File: src/rtl/dram_port_arbiter.sv
// Round-robin arbiter between the CPU data port (master 0) and the debug/loader
// port (master 1) in front of a single-port, 1-cycle-latency data RAM.
module dram_port_arbiter #(
    parameter int ADDR_W = 14,
    parameter int DATA_W = 32
) (
    input  logic              clock,
    input  logic              reset,

    input  logic              m0_req,
    input  logic [3:0]        m0_we,
    input  logic [31:0]       m0_addr,
    input  logic [DATA_W-1:0] m0_wdata,
    output logic              m0_ready,
    output logic              m0_rvalid,
    output logic [DATA_W-1:0] m0_rdata,

    input  logic              m1_req,
    input  logic [3:0]        m1_we,
    input  logic [31:0]       m1_addr,
    input  logic [DATA_W-1:0] m1_wdata,
    output logic              m1_ready,
    output logic              m1_rvalid,
    output logic [DATA_W-1:0] m1_rdata,

    output logic [ADDR_W-1:0] ram_addr,
    output logic [3:0]        ram_we,
    output logic [DATA_W-1:0] ram_din,
    input  logic [DATA_W-1:0] ram_dout
);

    logic       last_gnt;
    logic       rd_pend;
    logic       rd_owner;
    logic       gnt;
    logic       any_req;
    logic [3:0] sel_we;

    // Byte-lane and high address bits are don't-care for a word-addressed RAM.
    logic unused_addr;
    assign unused_addr = ^{m0_addr[31:ADDR_W+2], m0_addr[1:0],
                           m1_addr[31:ADDR_W+2], m1_addr[1:0]};

    always_comb begin
        any_req = m0_req | m1_req;
        gnt     = 1'b0;
        if (m0_req && m1_req) begin
            gnt = ~last_gnt;
        end else if (m1_req) begin
            gnt = 1'b1;
        end
    end

    // With no request gnt stays 0, so the RAM sees master 0's address/data.
    always_comb begin
        ram_addr = gnt ? m1_addr[ADDR_W+1:2] : m0_addr[ADDR_W+1:2];
        ram_din  = gnt ? m1_wdata : m0_wdata;
        sel_we   = gnt ? m1_we : m0_we;
        ram_we   = (any_req && !reset) ? sel_we : 4'h0;
        m0_ready = m0_req && !gnt && !reset;
        m1_ready = m1_req &&  gnt && !reset;
    end

    always_ff @(posedge clock or posedge reset) begin
        if (reset) begin
            last_gnt <= 1'b1;
            rd_pend  <= 1'b0;
            rd_owner <= 1'b0;
        end else if (any_req) begin
            last_gnt <= gnt;
            rd_pend  <= (sel_we == 4'h0);
            rd_owner <= gnt;
        end else begin
            rd_pend  <= 1'b0;
        end
    end

    assign m0_rvalid = rd_pend && !rd_owner;
    assign m1_rvalid = rd_pend &&  rd_owner;
    assign m0_rdata  = ram_dout;
    assign m1_rdata  = ram_dout;

endmodule

File: config.mk
export PLATFORM = sky130hd
export DESIGN_NAME = dram_port_arbiter
export DESIGN_NICKNAME = d
export VERILOG_FILES = /design/src/rtl/dram_port_arbiter.sv
export SDC_FILE = /design/constraint.sdc
export NUM_CORES = 1
export LEC_CHECK = 0
export CAP_MARGIN = 10
export CORE_AREA = 3 3 112 114
export DETAILED_ROUTE_END_ITERATION = 8
export DIE_AREA = 0 0 115 117
export SETUP_SLACK_MARGIN = 0.5
export SYNTH_ARGS = -nofsm -noshare
export SYNTH_HDL_FRONTEND = slang
export SYNTH_SLANG_ARGS = --single-unit
File: constraint.sdc
create_clock -name clock -period 1.6 [get_ports clock]
set_clock_uncertainty 0.2 [all_clocks]
set_input_delay 0.32 -clock clock [delete_from_list [all_inputs] [get_ports clock]]
set_output_delay 0.32 -clock clock [all_outputs]
set_load 0.02 [all_outputs]
### Yosys cells after proc, flatten, opt, wreduce, memory -nomap -nowiden

Cells that the tools add are included.

| operators by class | value |
|---|---|
| shift operators | 0 |
| reduce and logical (&&, ||, !) cells | 12 |
| add/sub/neg operators | 0 |
| multiplexer cells | 7 |
| multipliers | 0 |
| div/mod/pow operators | 0 |
| bitwise operators | 2 |
| order comparisons | 0 |
| equality and inequality tests | 0 |

Operators with widths:

| kind | number |
|---|---|
| $mux W32 | 1 |
| $mux W14 | 1 |
| $logic_and A1 B1 Y1 | 8 |
| $mux W4 | 2 |
| $logic_not A4 Y1 | 1 |
| $logic_not A1 Y1 | 3 |
| $mux W1 | 3 |
| $not A1 Y1 | 1 |
| $or A1 B1 Y1 | 1 |

| word-level totals | value |
|---|---|
| logic and storage cells | 24 |
| output and inout bits | 118 |
| RAM bits | 0 |
| bits in read-only memories | 0 |
| bits in latches | 0 |
| register bits after elaboration | 3 |
| memories | 0 |

### Depth between registers and ports, before layout

| logic depth | value |
|---|---|
| depth after elaboration | 5 |
| mapped depth | 5 |
| mapped depth without buffers | 3 |

### Least setup slack after synthesis

OpenSTA, ideal clock, no wires.

| path | value |
|---|---|
| path kind | input -> output |
| start | input m0_req |
| end | output ram_addr[10] |
| arrival | 1.296 ns |
| stages | 4 |
| buffers on the path | 2 |
| data required time | 1.080 ns |
| path slack | -0.216 ns |
| path through | buf_2 a21boi_4 buf_4 mux2_2 |

| between the ends | value |
|---|---|
| word-level cells in the longest chain between the ends | 3 |

Ends and longest elaborated chain:

| item | RTL line | text |
|---|---|---|
| start, declared | 10 | `input logic m0_req,` |
| $logic_and A1 B1 Y1 | 47 | `if (m0_req && m1_req) begin` |
| $mux W1 | 47 |  |
| $mux W14 | 56 | `ram_addr = gnt ? m1_addr[ADDR_W+1:2] : m0_addr[ADDR_W+1:2];` |
| end, declared | 26 | `output logic [ADDR_W-1:0] ram_addr,` |

No other way between the ends.

### Worst setup path in the final report

| path | value |
|---|---|
| start | register last_gnt |
| end | output ram_din[21] |

| between the ends | value |
|---|---|
| word-level cells in the longest chain between the ends | 3 |

Ends and longest elaborated chain:

| item | RTL line | text |
|---|---|---|
| start, declared | 32 | `logic last_gnt;` |
| start signal, assigned | 70 | `last_gnt <= gnt;` |
| $not A1 Y1 | 48 | `gnt = ~last_gnt;` |
| $mux W1 | 47 |  |
| $mux W32 | 57 | `ram_din = gnt ? m1_wdata : m0_wdata;` |
| end, declared | 28 | `output logic [DATA_W-1:0] ram_din,` |

No other way between the ends.

==> metrics.cfg <==
[sta]
min_period_ns = 2.17
worst_slew_pin_slew_ns = 0.327
fin_tns_setup_ns = -25.89
rsz0062_at_grt = true
final_hold_viol_count = 0
slew_headroom_pct = 77.9
fin_ws_ns = -0.566
maxClockFrequency_mhz = 462
report.final.slew_viol_count = 0
min_period_over_period_pct = 135
setup-violations-final = 53

[pwr]
switching_power_w = 0.000519
seq_power_share_pct = 5.4
p_sw_share_pct = 29.9
p_int_w = 0.00122
peakVddDrop_uv = 686
clock_power_share_pct = 22.8
comb_power_share_pct = 71.8
p_leak_nw = 1.47
power.total_w = 0.00173
p_per_area_nw_per_um2 = 526

[setup_path]
worst_ep_arrival_time_ns = 1.65
endpoint_kind = output pin
critPathRequiredTime_ns = 1.08
path_cells = a21boi_4 -> buf_12 -> buf_16 -> buf_6 -> mux2_4 -> buf_6
cp_common_cell = buf_6
crit_path_start = last_gnt$_DFFE_PP1N_
worstPathMaxFanout = 5
reg2reg_from = last_gnt$_DFFE_PP1N_
crit_type = reg2out
start_kind = flip-flop
cp_slowest_cell = dfstp_2
slowest_delay_ns = 0.54

[clock_tree]
insertion_delay_ns = 0.22
clk_pin_slew_ns = 0.03
clk_path_buf_depth = 2
root_buffer = clkbuf_16
tritoncts = yes
numCtsBuffers = 3
h-tree-depth = 1
numClockSinks = 3

[floorplan]
dieArea_um2 = 13500
start_util_pct = 11.2
fp.dieH_um = 117
core_area_um2 = 11500
die_x_um = 115
boundaryPins = 290
num_rows = 39

[synth]
syn_inst = 145
synth_area_um2 = 1290
yosys_register_bits = 3
synth_area_per_cell_um2 = 8.90
syn-num-nets = 317
yosys_warnings = 0
synthDistinctLibCells = 20
ys_seq_area_share_pct = 5.92

[detailed_routing]
via_per_inst = 3.48
vias = 1426
wire_per_inst_um = 14.5
antenna_left = 0
drt_iter0_drc = 22
firstDrtPassIters = 4
drcViolationCount = 0
routed_wl_um = 5960

[placement]
numPortBuffers = 157
finalWeightedCongestion = 0.664
dp_hpwl_um = 5090
dp_cells = 394

[global_routing]
grt_usage_pct = 7.64
overflow = 0
antenna_found_initial = 0
grt_max_degree = 9
grt_pass1_vias = 1472
grt_pass1_wl_um = 7940

[final_layout]
fin_nets = 440
antennaDiodeCount = 0
stdcell_count = 410
fillCellCount = 1192
final_common_cell = clkdlybuf4s50_1
drive_above_1_share_pct = 56.9
area_delta_synth_final_pct = 156
most-common-layout-cells = 101 x clkdlybuf4s50_1, 63 x buf_6, 46 x mux2_4

[min_path]
hp-class = in2async

[run]
drv_cap = 0

[status]
violations = setup timing
status = complete, but fails checks

## area by class of cell
type	instances	area (µm²)	share of cell area (%)
Timing Repair Buffer	188	2030	61.6
Multi-Input combinational cell	68	918	27.8
Tap cell	143	179	5.42
Sequential cell	3	76.3	2.31
Clock buffer	4	78.8	2.39
Inverter	4	15.0	0.455
## final timing paths
path	end	slack (ns)	cells past startpoint
setup / recovery	ram_din[21]	-0.57	6
hold / removal	rd_owner$_DFFE_PP0N_	0.20	3
setup reg to reg	rd_pend$_DFF_PP0_	-0.19	7
hold reg to reg	rd_owner$_DFFE_PP0N_	0.53	4
max in group asynchronous	last_gnt$_DFFE_PP1N_	0.81	3
min in group clock	rd_owner$_DFFE_PP0N_	0.26	2
## through the flow
stage | cell area (µm²) | utilization [%] | worst slack (ns) | hold WS, ns
final | 3300 | 28.6 | -0.566 | 0.200
after floorplan | 1520 | - | -0.149 | -0.116
after detailed placement | 2880 | 25.0 | -1.24 | 0.393
after global routing | 3300 | 28.6 | -0.608 | 0.242
after CTS | 3230 | 28.1 | -0.584 | 0.197
after global placement | 2880 | 25.0 | -1.20 | 0.398
## synth_stat cells (all sizes together)
master | count | area share, %
o21ai | 2 | 0.78
nand2 | 2 | 0.58
a32oi | 2 | 1.4
buf | 70 | 41
dfrtp | 2 | 3.9
and4 | 1 | 0.68
and3 | 1 | 0.49
dfstp | 1 | 2.0
a32o | 1 | 0.78
a21boi | 1 | 1.5
nor2 | 5 | 1.5
and2 | 1 | 0.49
inv | 4 | 1.2
nor2b | 1 | 0.49
nand2b | 1 | 0.49
o21a | 1 | 0.58
mux2i | 3 | 2.3
mux2 | 46 | 40
## power groups by stage
stage | Combinational (W) | Clock (W) | Sequential [W]
detailed placement | 0.00107 | 0 | 0.0000974
floorplan | 0.000726 | 0 | 0.0000959
CTS | 0.00123 | 0.000401 | 0.0000957
global placement | 0.00106 | 0 | 0.0000971
global route | 0.00131 | 0.000408 | 0.0000951
finish | 0.00125 | 0.000395 | 0.0000940
## cells by family after synthesis
| logic type | Yosys count | share of synthesized area [%] |
|---|---|---|
| compound gates | 7 | 4.95 |
| buf+inv | 74 | 42.0 |
| flops | 3 | 5.92 |
| mux | 49 | 42.5 |
| simple gates | 12 | 4.66 |
## repair_timing
action,CTS,global route
cloned,2,0
hold endpoints to repair,0,0
hold buffers,0,0
buffers inserted,5,5
setup endpoints to repair,57,57
resized for setup,353,8
pin swaps,1,3
## state kept, by name, summed over array words and instances, names as in the netlist
register and count:
rd_pend 1, rd_owner 1, last_gnt 1
## layer usage
metal  GRT usage [%]  part of all wire (%)
met1            8.07                    33
met2            14.1                    55
met3            2.93                    12
met4            2.27                  0.77
met5               0                     0
## critical path: cells and delay by family (launching register included)
family	cells	cell delay (ns)
flip-flops	1	0.54
buffers and inverters	4	0.51
multiplexers	1	0.29
AO/OA/AOI/OAI	1	0.08
No activity file was read; power rests on OpenSTA's default activity.
